<file path="src/rtl/uart_tx_arbiter.sv">
// Round-robin, message-granular arbiter sharing one byte-wide UART transmitter
// between G_N_REQ requesters, with serializer pacing and a stalled-owner timeout.
module uart_tx_arbiter #(
  parameter int unsigned G_N_REQ   = 4,
  parameter int unsigned G_TIMEOUT = 1000
) (
  input  logic                 i_clk,
  input  logic                 i_rst,
  input  logic [G_N_REQ-1:0]   i_req_valid,
  input  logic [8*G_N_REQ-1:0] i_req_data,
  input  logic [G_N_REQ-1:0]   i_req_last,
  output logic [G_N_REQ-1:0]   o_req_ready,
  output logic [G_N_REQ-1:0]   o_grant,
  output logic [7:0]           o_tx_data,
  output logic                 o_tx_wr,
  input  logic                 i_tx_busy,
  output logic                 o_timeout
);

  localparam int unsigned PW    = (G_N_REQ < 2) ? 1 : $clog2(G_N_REQ);
  localparam int unsigned CW    = (G_TIMEOUT < 2) ? 1 : $clog2(G_TIMEOUT + 1);
  localparam logic        TO_EN = (G_TIMEOUT != 0);

  typedef enum logic [1:0] {
    IDLE = 2'd0,
    OWN  = 2'd1,
    GAP  = 2'd2
  } state_t;

  state_t             state_q, state_d;
  logic [G_N_REQ-1:0] grant_d;
  logic [PW-1:0]      owner_q, owner_d;
  logic [PW-1:0]      ptr_q, ptr_d;
  logic [PW-1:0]      ptr_release;
  logic [PW-1:0]      sel_idx;
  logic               sel_found;
  logic [PW:0]        cand;
  logic [CW-1:0]      cnt_q, cnt_d;
  logic [CW:0]        cnt_inc;
  logic               gap_q, gap_d;
  logic               last_q, last_d;
  logic [7:0]         tx_data_d;
  logic [7:0]         owner_data;
  logic               tx_wr_d;
  logic               timeout_d;
  logic               owner_valid;
  logic               owner_last;
  logic               accept;

  // First valid requester searching upward from the pointer, with wrap
  always_comb begin
    sel_found = 1'b0;
    sel_idx   = '0;
    cand      = '0;
    for (int unsigned i = 0; i < G_N_REQ; i++) begin
      cand = {1'b0, ptr_q} + (PW+1)'(i);
      if (cand >= (PW+1)'(G_N_REQ)) begin
        cand = cand - (PW+1)'(G_N_REQ);
      end
      if (!sel_found && i_req_valid[cand[PW-1:0]]) begin
        sel_found = 1'b1;
        sel_idx   = cand[PW-1:0];
      end
    end
  end

  // Byte of the current owner
  always_comb begin
    owner_data = '0;
    for (int unsigned k = 0; k < G_N_REQ; k++) begin
      if (owner_q == PW'(k)) begin
        owner_data = i_req_data[8*k +: 8];
      end
    end
  end

  assign owner_valid = |(i_req_valid & o_grant);
  assign owner_last  = |(i_req_last & o_grant);
  assign o_req_ready = ((state_q == OWN) && !i_tx_busy) ? o_grant : '0;
  assign accept      = (state_q == OWN) && !i_tx_busy && owner_valid;
  assign ptr_release = (owner_q == PW'(G_N_REQ - 1)) ? '0 : owner_q + PW'(1);
  assign cnt_inc     = {1'b0, cnt_q} + (CW+1)'(1);

  // Next-state and registered-output logic
  always_comb begin
    state_d   = state_q;
    grant_d   = o_grant;
    owner_d   = owner_q;
    ptr_d     = ptr_q;
    cnt_d     = cnt_q;
    gap_d     = gap_q;
    last_d    = last_q;
    tx_data_d = o_tx_data;
    tx_wr_d   = 1'b0;
    timeout_d = 1'b0;

    case (state_q)
      IDLE: begin
        if (sel_found) begin
          state_d = OWN;
          grant_d = G_N_REQ'(1) << sel_idx;
          owner_d = sel_idx;
          cnt_d   = '0;
        end
      end

      OWN: begin
        if (accept) begin
          tx_data_d = owner_data;
          tx_wr_d   = 1'b1;
          last_d    = owner_last;
          gap_d     = 1'b0;
          cnt_d     = '0;
          state_d   = GAP;
        end else if (!owner_valid) begin
          // Owner went quiet mid-message: count toward forced release
          if (TO_EN && (cnt_inc == (CW+1)'(G_TIMEOUT))) begin
            state_d   = IDLE;
            grant_d   = '0;
            ptr_d     = ptr_release;
            cnt_d     = '0;
            timeout_d = 1'b1;
          end else if (TO_EN) begin
            cnt_d = cnt_inc[CW-1:0];
          end
        end
      end

      GAP: begin
        if (!gap_q) begin
          gap_d = 1'b1;
        end else if (last_q) begin
          state_d = IDLE;
          grant_d = '0;
          ptr_d   = ptr_release;
        end else begin
          state_d = OWN;
        end
      end

      default: begin
        state_d = IDLE;
        grant_d = '0;
      end
    endcase
  end

  always_ff @(posedge i_clk or posedge i_rst) begin
    if (i_rst) begin
      state_q   <= IDLE;
      o_grant   <= '0;
      owner_q   <= '0;
      ptr_q     <= '0;
      cnt_q     <= '0;
      gap_q     <= 1'b0;
      last_q    <= 1'b0;
      o_tx_data <= '0;
      o_tx_wr   <= 1'b0;
      o_timeout <= 1'b0;
    end else begin
      state_q   <= state_d;
      o_grant   <= grant_d;
      owner_q   <= owner_d;
      ptr_q     <= ptr_d;
      cnt_q     <= cnt_d;
      gap_q     <= gap_d;
      last_q    <= last_d;
      o_tx_data <= tx_data_d;
      o_tx_wr   <= tx_wr_d;
      o_timeout <= timeout_d;
    end
  end

endmodule

</file>
<file path="config.mk">
export PLATFORM = sky130hd
export DESIGN_NAME = uart_tx_arbiter
export DESIGN_NICKNAME = d
export VERILOG_FILES = /design/src/rtl/uart_tx_arbiter.sv
export SDC_FILE = /design/constraint.sdc
export NUM_CORES = 1
export LEC_CHECK = 0
export CORE_MARGIN = 5
export CORE_UTILIZATION = 42
export DETAILED_ROUTE_END_ITERATION = 16
export PLACE_DENSITY = 0.75
export SETUP_SLACK_MARGIN = 0.3
export SLEW_MARGIN = 15
export SYNTH_ARGS = -nofsm -noshare
export SYNTH_HDL_FRONTEND = slang
export SYNTH_SLANG_ARGS = --single-unit
</file>
<file path="constraint.sdc">
create_clock -name i_clk -period 2.2 [get_ports i_clk]
set_clock_uncertainty 0.15 [all_clocks]
set_input_delay 0.22 -clock i_clk [delete_from_list [all_inputs] [get_ports i_clk]]
set_output_delay 0.22 -clock i_clk [all_outputs]
set_load 0.01 [all_outputs]
</file>
Word-level counts from Yosys, hierarchy flattened:

Cells that the tools add are included.

* input port bits: 43
* logic and storage cells: 126
* bits in registers: 32

* equal/unequal tests: 15
* shift-type cells: 1
* reductions and logical operators: 22
* $lt $le $gt $ge: 8
* add/sub/neg operators: 9
* multiplexer cells: 59
* bitwise logic cells: 2

Operators by type and width (count)
* $mux W10: 4
* $mux W2: 19
* $mux W8: 4
* $mux W4: 7
* $pmux W10 S2: 1
* $mux W1: 16
* $lt A2 B3 Y1 const B: 4
* $ne A2 B2 Y1 const B: 6
* $pmux W4 S3: 1
* $reduce_and A6 Y1: 2
* $add A10 B1 Y11 const B: 1
* $eq A11 B10 Y1 const B: 1
* $ge A3 B3 Y1 const B: 3
* $and A4 B4 Y4: 2
* $bmux W1 S2: 4
* $reduce_or A4 Y1: 2
* $sub A2 B1 Y2 const B: 4
* $add A2 B2 Y3 const B: 2
* $eq A2 B2 Y1 const B: 3
* $pmux W2 S3: 1
* $reduce_and A2 Y1: 3
* $logic_and A1 B1 Y1: 5
* $eq A2 B1 Y1 const B: 2
* $logic_not A1 Y1: 4
* 13 further kinds: 15

Depth between registers and ports, before layout:

Gate-level depths: netlist of the first run.

* depth after elaboration: 17
* depth in mapped cells: 9

Worst setup path before layout of the first run:

OpenSTA, ideal clock, no wires.

* path type: register to register
* start: register cnt_q[0]
* end: register ptr_q[0]
* arrival: 1.842 ns
* buffers on the path: 0
* clock period less this slack: 2.120 ns
* cell stages (with the launch flop): 8
* setup time: 0.128 ns
* slack: 0.080 ns
* path through: dfrtp_1 > ha_1 > nand2_1 > o31a_1 > o32ai_2 > nand2_2 > o22ai_2 > mux2_1

* cells in the longest elaborated chain, start to end: 4

RTL lines
* from (decl): line 38 `logic [CW-1:0] cnt_q, cnt_d;`
* from (signal assigned): line 165 `cnt_q <= cnt_d;`
* $add A10 B1 Y11: line 82 `assign cnt_inc = {1'b0, cnt_q} + (CW+1)'(1);`
* $eq A11 B10 Y1: line 117 `if (TO_EN && (cnt_inc == (CW+1)'(G_TIMEOUT))) begin`
* $ne A2 B1 Y1 (no source line)
* $reduce_and A6 Y1 (no source line)
* to (signal assigned): line 164 `ptr_q <= ptr_d;`
* to (decl): line 33 `logic [PW-1:0] ptr_q, ptr_d;`

No other way between the ends.
A chain may end at the register's enable or synchronous reset.

Worst setup path in the final report of the first run:

* start: register cnt_q[0]
* end: register ptr_q[1]

Same word-level chain as after synthesis.

==> results.cfg, run 1 <==
[critical_path]
worstPathRequired_ns = 2.21
cp_slowest_stage_delay_ns = 0.46
r2r_slack_ns = 0.14
worstPathCellList = and2_4 > o31a_1 > o32ai_4 > nand2_2 > o22ai_2 > mux2_1
crit_fanout = 7
cp_slowest_cell = dfrtp_2
worstSetupPathType = reg -> reg
cp-start-kind = flop
arrival_ns = 2.07
end_kind = flop

[logic_synthesis]
yosys_register_bits = 32
synth_top_area_share_pct = 41.97
synth_nets = 272
postSynthAreaPerCell_um2 = 8.518
ys_seq_area_share_pct = 41.97
ys_types = 41
synth-edff-count = 0
synth_fa_ha_area_share_pct = 3.279
yosys.area.top_type = dfrtp_1
synth_compound_area_share_pct = 23.93
ys_async_sr_fraction_pct = 100.0
yosys-top-cells-count = dfrtp_1, a21oi_1, nand2_1
synth-simple-area-share_pct = 25.97
synth.area.top_cells = dfrtp_1, a21oi_1, nand2_1
yosysMostFrequentCell = dfrtp_1
synth_top_family_by_area = simple AND/OR/NAND/NOR gates
ys.flop_type = dfrtp_1
syn_inst = 224
synthXorXnorAreaFrac_pct = 0
synth.area.mux_share_pct = 1.705
yosys_warnings = 0
synth_area_mm2 = 0.001908

[timing]
finalCritPeriodShare_pct = 93.72
finalMaxSlewViolations = 0
fin_ws_ns = 0.1381
min_period_ns = 2.062
setup_violations = 0
hold_viol = 0
timing.hold.ws_ns = 0.1750
tightest_slew_ns = 0.5414
relSlewSlack_pct = 63.90
fmax_mhz = 485.0
rsz0062_at_grt = true
tns_ns = 0

[routing]
vias_per_cell = 5.504
wl_per_cell_um = 14.56
first_iter_violations = 134
drt_wl_total_um = 5344
drc_errors = 0
ant_nets = 0
vias = 2020
drt_first_pass_iters = 4

[power]
p_clk_share_pct = 13.1
swShare_pct = 40.53
seqPwrFrac_pct = 29.3
comb_power_share_pct = 57.6
p_int_mw = 2.009
vdd_drop_max_mv = 0.9089
p_per_area_mw_per_mm2 = 1125
p_leak_nw = 1.275
p_switching_mw = 1.369

[cells_and_area]
final_util_pct = 68.49
n_fill_cell = 348
syn_to_final_growth_pct = 57.38
fin_nets = 362
drive_gt1_share_pct = 23.49
antenna_cells = 0

[clock_tree]
clk_path_buf_depth = 2
cts-root-buf = clkbuf_8
cts_tree = yes
cts_made_buffers = 5
cts.reportedPaths.clkPinSlew_ns = 0.07
worstSkewPairLatency_ns = 0.28
ctsHoldBuffers = 0
clkSinkCount = 32
htree_levels = 2

[placement]
port_buffers = 60
dp_hpwl_um = 3895
place_worst_setup_slack_ns = 0.04178
gp_congestion = 0.7905

[floorplanning]
die-area_mm2 = 0.005991
fp.coreArea_mm2 = 0.004384
start_util_pct = 43.52
die_h_um = 77.40
die_w_um = 77.40
ios = 61
rows = 24

[global_route]
grt_max_degree = 33
grt_usage_pct = 18.35
grt-ovfl-total = 0
antenna_found_initial = 0
grt_pass1_wl_um = 9094
grt_pass1_vias = 1930

[min_path]
hp-class = in -> async

[run]
cap_violations = 0

[outcome]
status = completed
[cells in the final DEF, fill, tap and decap left out, drive strengths merged, types with 5 or more instances in the layout]
cell type      instances
a21oi                 29
a221oi                 8
and2                   5
buf                   31
clkbuf                 5
clkdlybuf4s50         56
dfrtp                 32
ha                     5
inv                    8
nand2                 25
nand2b                 5
nand3                 10
nor2                  20
nor2b                  9
nor3                  15
o21ai                  8
o22ai                  5
[cell families (layout without fill, tap and decap cells)]
logic type | Yosys count | after routing
AOI/OAI and AO/OA | 68 | 68
adders and majority gates | 5 | 5
buffers and inverters | 16 | 107
DFF | 32 | 32
muxes | 3 | 3
and+or+nand+nor | 100 | 100
[flip-flops by register name, indices dropped and copies added (netlist names)]
register	cells
cnt_q	10
gap_q	1
last_q	1
o_grant	4
o_timeout	1
o_tx_data	8
o_tx_wr	1
owner_q	2
ptr_q	2
state_q	2
[layout make-up]
cell class	instances	area [um2]	area share (%)
Multi-Input combinational cell	176	1169	38.92
Clock buffer	5	68.82	2.292
Sequential cell	32	808.3	26.92
Timing Repair Buffer	91	843.3	28.08
Inverter	8	30.03	1.000
Tap cell	52	65.06	2.167
Clock inverter	3	18.77	0.6250
[worst max-delay path: cells and delay by family, from the launching register on]
kind	cells	cell delay (ns)
flops	1	0.46
compound gates	3	0.72
mux	1	0.33
simple gates	2	0.27
[path summary, 6_finish.rpt]
path	end	start	depth (start not counted)
max	ptr_q[1]	cnt_q[0]	6
min	cnt_q[2]	i_rst	3
max reg2reg	ptr_q[1]	cnt_q[0]	6
min reg2reg	o_tx_data[4]	o_tx_data[4]	2
max in group asynchronous	cnt_q[6]	i_rst	3
min in group i_clk	o_tx_data[4]	o_tx_data[4]	2
[what timing repair did]
| item | 4_1_cts | 5_1_grt |
|---|---|---|
| pin swaps | 8 | 3 |
| endpoints found under the setup margin | 19 | 26 |
| buffers inserted | 9 | 2 |
| resized for setup | 22 | 12 |
[power groups by stage]
stage / Combinational (mW) / Sequential (mW) / Clock [mW]
after CTS: 1.85 / 0.990 / 0.456
after global routing: 2.15 / 1.01 / 0.481
after detailed placement: 1.69 / 1.01 / 0
final: 1.95 / 0.988 / 0.443
after floorplan: 0.909 / 1.01 / 0
after global placement: 1.67 / 1.01 / 0
[per-stage QoR]
stage	cell area, um2	cells	total power [mW]
3_5_place_dp	2723	348	2.697
6_report	3003	367	3.378
4_1_cts	2950	365	3.293
5_1_grt	3003	367	3.650
3_3_place_gp	2723	348	2.671
2_1_floorplan	1932	224	1.922
[layer usage]
layer / GRT usage, % / vias up / part of all wire (%) / routed length, um
met4: 3.780 / 0 / 1.4 / 73
met5: 0 / - / 0 / 0
li1: - / 997 / - / -
met3: 4.514 / 6 / 7.2 / 383
met1: 23.75 / 939 / 42 / 2245
met2: 31.23 / 78 / 49 / 2642
(Power assumes the default switching activity.)
==> inputs of run 2 (changes only) <==
- CELL_PAD_IN_SITES_DETAIL_PLACEMENT: unset -> 0
- CELL_PAD_IN_SITES_GLOBAL_PLACEMENT: unset -> 1
- CORE_UTILIZATION: 42 -> 30
- PLACE_DENSITY: 0.75 -> 0.73
==> run 2 against run 1 <==
Net effect: design area is 2.7% higher; clock power about the same; via count fell by 2.7%; worst setup slack worse by 0.036 ns; global-route usage shrank 4.7 points; total power is 2.2% higher; register-to-register slack got worse by 0.04 ns; maximum frequency down 1.7%.
==> results.cfg, run 2 (synthesis gave the netlist of run 1 again) <==
[clock_tree]
worstSkewPairLatency_ns = 0.28
cts_tree = yes
clk_path_buf_depth = 2
cts-root-buf = clkbuf_8
cts_made_buffers = 5
cts.reportedPaths.clkPinSlew_ns = 0.07
htree_levels = 2
clkSinkCount = 32
ctsHoldBuffers = 0

[power]
vdd_drop_max_mv = 0.5396
p_int_mw = 2.024
seqPwrFrac_pct = 28.8
p_leak_nw = 1.303
p_clk_share_pct = 12.9
p_switching_mw = 1.427
comb_power_share_pct = 58.3
swShare_pct = 41.36
p_per_area_mw_per_mm2 = 1120

[timing]
finalMaxSlewViolations = 0
tightest_slew_ns = 0.5862
hold_viol = 0
tns_ns = 0
fmax_mhz = 476.7
fin_ws_ns = 0.1023
min_period_ns = 2.098
rsz0062_at_grt = true
finalCritPeriodShare_pct = 95.35
setup_violations = 0
timing.hold.ws_ns = 0.1639
relSlewSlack_pct = 60.92

[routing]
drt_first_pass_iters = 4
drt_wl_total_um = 5559
wl_met2_um = 2548
vias = 1966
ant_nets = 0
drc_errors = 0
wl_per_cell_um = 14.29
vias_per_cell = 5.054
top_layer = met4
first_iter_violations = 42
wl_met3_um = 310
wl_met1_um = 2614

[cells_and_area]
n_fill_cell = 614
final_cell_count_no_fill = 389
drive_gt1_share_pct = 23.72
fin_nets = 359
antenna_cells = 0
syn_to_final_growth_pct = 61.57
top_register = cnt_q
layout_common_cells = clkdlybuf4s50_1, a21oi_1, dfrtp_1
layout_commonest_cell = clkdlybuf4s50_1
largest_register_ffs = 10
reg_top3 = cnt_q x10, o_tx_data x8, o_grant x4

[min_path]
hp-class = in -> async

[critical_path]
cp_num_buf_inv = 0
cpLargestDelayFamily = compound AO/OA/AOI/OAI gates
r2r.worst_path.cells = 6
r2r_slack_ns = 0.10
crit_fanout = 7
worstPathCellList = and2_4 > o31a_1 > o32ai_4 > nand2_2 > o22ai_4 > mux2_1
end_kind = flop
worstSetupPathDepth = 6
rr_startpoint = cnt_q[0]
worstSetupPathType = reg -> reg
r2r-end = ptr_q[0]
cp_slowest_cell = dfrtp_2
arrival_ns = 2.11
cp-start-kind = flop
cp_slowest_stage_delay_ns = 0.46
worstPathRequired_ns = 2.21

[global_route]
grt-ovfl-total = 0
grt_usage_pct = 13.63
grt_max_degree = 33
grt_pass1_wl_um = 9218
grt_pass1_vias = 1930
antenna_found_initial = 0

[floorplanning]
die_w_um = 89.75
ios = 61
rows = 29
start_util_pct = 30.40
die-area_mm2 = 0.008055
fp.coreArea_mm2 = 0.006277
die_h_um = 89.75

[placement]
place_worst_setup_slack_ns = 0.03685
dp_hpwl_um = 4162
gp_congestion = 0.8180
port_buffers = 60
dp.cells = 373

[run]
cap_violations = 0

[outcome]
status = completed
==> run 2: cell types whose count changed in the layout (fill, tap and decap cells not counted), sizes merged <==
cell,change
dlymetal6s2s,+2
buf,-3
dlygate4sd2,-2
==> run 2: stage by stage <==
| step | power (mW) | instance area, um2 | util (%) |
|---|---|---|---|
| 4_1_cts | 3.227 | 2883 | 45.92 |
| 2_1_floorplan | 1.922 | 1932 | - |
| 3_3_place_gp | 2.687 | 2754 | 43.87 |
| 5_1_grt | 3.754 | 3083 | 49.11 |
| 3_5_place_dp | 2.701 | 2754 | 43.87 |
| 6_report | 3.451 | 3083 | 49.11 |
==> run 2: power by group through the flow <==
| stage | Sequential (mW) | Clock, mW | Combinational, mW |
|---|---|---|---|
| after floorplan | 1.01 | 0 | 0.909 |
| after global placement | 1.01 | 0 | 1.68 |
| after detailed placement | 1.01 | 0 | 1.69 |
| after CTS | 0.989 | 0.467 | 1.77 |
| after global routing | 1.02 | 0.500 | 2.23 |
| final | 0.995 | 0.445 | 2.01 |
==> run 2: worst max path at each step <==
stage	start	slack, ns	to
2_1_floorplan	cnt_q[0]	0.12	ptr_q[0]
3_3_place_gp	i_req_valid[1]	0.06	o_grant[0]
3_5_place_dp	i_req_valid[1]	0.04	cnt_q[6]
4_1_cts	cnt_q[1]	0.09	cnt_q[5]
5_1_grt	cnt_q[0]	0.04	ptr_q[0]
6_report	cnt_q[0]	0.10	ptr_q[0]
==> run 2: metal layers <==
| layer | vias up | track usage [%] |
|---|---|---|
| li1 | 993 | - |
| met1 | 905 | 18.13 |
| met2 | 62 | 20.91 |
| met3 | 6 | 4.007 |
| met4 | 0 | 4.912 |
| met5 | - | 0 |
==> run 2: cell type report <==
cell class	count	area [um2]	area share [%]
inverters	8	30.03	0.9740
clock buffers	5	68.82	2.232
well taps	77	96.34	3.125
multi-input cells	176	1232	39.98
clock inverters	3	18.77	0.6088
flip-flops and latches	32	808.3	26.22
repair buffers	88	828.3	26.87
==> run 2: worst min-delay path, cell delays in order <==
cell and delay [ns]:
clkdlybuf4s50_1 0.39, inv_1 0.05, buf_4 0.36
==> run 2: repair_timing <==
| item | in CTS | in global routing |
|---|---|---|
| endpoints found under the setup margin | 26 | 30 |
| setup buffers | 3 | 5 |
| resized for setup | 9 | 36 |
| pin swaps | 5 | 6 |
==> inputs of run 3 (changes only) <==
- CORE_MARGIN: 5 -> 8
- SLEW_MARGIN: 15 -> unset
==> run 3 against run 2 <==
Net effect: via count is 1.7% higher; sequential share of layout area about the same; sequential power is essentially flat; wire length increased by 5.8%; design area down 0.53%; maximum frequency down 0.35%; critical endpoint is now ptr_q[1].
==> results.cfg, run 3 (synthesis gave the netlist of run 1 again) <==
[timing]
relSlewSlack_pct = 61.28
min_period_ns = 2.105
tns_ns = 0
fmax_mhz = 475.1
fin_ws_ns = 0.09499
finalMaxSlewViolations = 0
tightest_slew_ns = 0.5801
setup_violations = 0
finalCritPeriodShare_pct = 95.68
rsz0062_at_grt = true
hold_viol = 0

[power]
p_clk_share_pct = 14.2
p_per_area_mw_per_mm2 = 1121
vdd_drop_max_mv = 0.5185
comb_power_share_pct = 56.7
p_switching_mw = 1.380
p_leak_nw = 1.296
p_int_mw = 2.058
seqPwrFrac_pct = 29.1
swShare_pct = 40.14

[cells_and_area]
layout_commonest_cell = clkdlybuf4s50_1
antenna_cells = 0
fin_nets = 362
layout_common_cells = clkdlybuf4s50_1, dfrtp_1, buf_4
largest_register_ffs = 10
reg_top3 = cnt_q x10, o_tx_data x8, o_grant x4
syn_to_final_growth_pct = 60.72
top_register = cnt_q
drive_gt1_share_pct = 21.34

[critical_path]
startpoint = cnt_q[1]
cp-start-kind = flop
crit_end = ptr_q[1]
end_kind = flop
rr_startpoint = cnt_q[1]
r2r.worst_path.cells = 6
r2r-end = ptr_q[1]
worstSetupPathType = reg -> reg
crit_fanout = 7
arrival_ns = 2.12
r2r_slack_ns = 0.09
worstPathRequired_ns = 2.21

[routing]
wl_per_cell_um = 15.05
drt_wl_total_um = 5884
vias = 2000
first_iter_violations = 85
ant_nets = 0
vias_per_cell = 5.115
drc_errors = 0
drt_first_pass_iters = 6

[clock_tree]
clkSinkCount = 32
cts_tree = yes
ctsHoldBuffers = 0
htree_levels = 2
cts-root-buf = clkbuf_8
clk_path_buf_depth = 2
cts_made_buffers = 5
cts.reportedPaths.clkPinSlew_ns = 0.07
worstSkewPairLatency_ns = 0.29

[global_route]
grt_pass1_wl_um = 9673
met1_usage_pct = 16.35
grt_max_degree = 22
grt-ovfl-total = 0
busiest_layer = met2
grt_usage_pct = 13.30
met3_usage_pct = 4.056
grt_pass1_vias = 2043
met2_usage_pct = 21.94
antenna_found_initial = 0

[placement]
port_buffers = 60
place_worst_setup_slack_ns = 0.04543
dp_hpwl_um = 4434
gp_congestion = 0.8205

[outcome]
status = completed

[floorplanning]
fp.coreArea_mm2 = 0.006241
die_h_um = 95.75
die_w_um = 95.75
start_util_pct = 30.57
rows = 29
ios = 61
die-area_mm2 = 0.009168

[min_path]
hp-class = in -> async

[run]
cap_violations = 0
-- run 3: final cells by class --
class,instances,area (um2)
timing repair buffer,91,852.1
tap,77,96.34
fill,603,3174
sequential,32,804.5
clock buffer,7,96.34
multi-input combinational,176,1187
inverter,8,30.03
-- run 3: worst min-delay path by stage --
| stage | from | to | depth (start not counted) | slack (ns) |
|---|---|---|---|---|
| after floorplan | i_rst | cnt_q[2] | 1 | 0.19 |
| after global placement | o_tx_data[4] | o_tx_data[4] | 2 | 0.36 |
| after detailed placement | o_tx_data[5] | o_tx_data[5] | 2 | 0.38 |
| after CTS | i_rst | cnt_q[4] | 2 | 0.19 |
| after global routing | i_rst | cnt_q[8] | 2 | 0.23 |
| final | i_rst | cnt_q[4] | 2 | 0.16 |
-- run 3: through the flow --
step	hold WS, ns	total power, mW	util [%]	instance area (um2)	instances
floorplan	0.1861	1.922	-	1932	224
CTS	0.1851	3.355	47.45	2962	387
finish	0.1583	3.438	49.14	3067	391
global route	0.2318	3.724	49.14	3067	391
global placement	0.3628	2.759	44.69	2789	376
detailed placement	0.3757	2.780	44.69	2789	376
-- run 3: routing by layer --
layer,vias up,share of wire [%]
li1,994,-
met1,943,46
met3,6,6.9
met2,57,46
met4,0,1.3
met5,-,0
-- run 3: power groups by stage --
stage | registers (mW) | logic (mW) | clock network, mW
global route | 1.03 | 2.17 | 0.523
floorplan | 1.01 | 0.909 | 0
CTS | 0.998 | 1.85 | 0.503
finish | 1.00 | 1.95 | 0.490
global placement | 0.997 | 1.76 | 0
detailed placement | 1.00 | 1.78 | 0
-- run 3: critical path, cell delays in order, from the launching register on --
cell and delay [ns]:
dfrtp_2 0.46, and2_4 0.16, o31a_1 0.31, o32ai_4 0.28, nand2_2 0.10, o22ai_2 0.18
mux2_1 0.33
-- run 3: timing repair --
action,in CTS,in global routing
pin swaps,3,6
cloned,0,0
setup endpoints to repair,25,25
buffers inserted,4,4
gates resized for setup,11,16
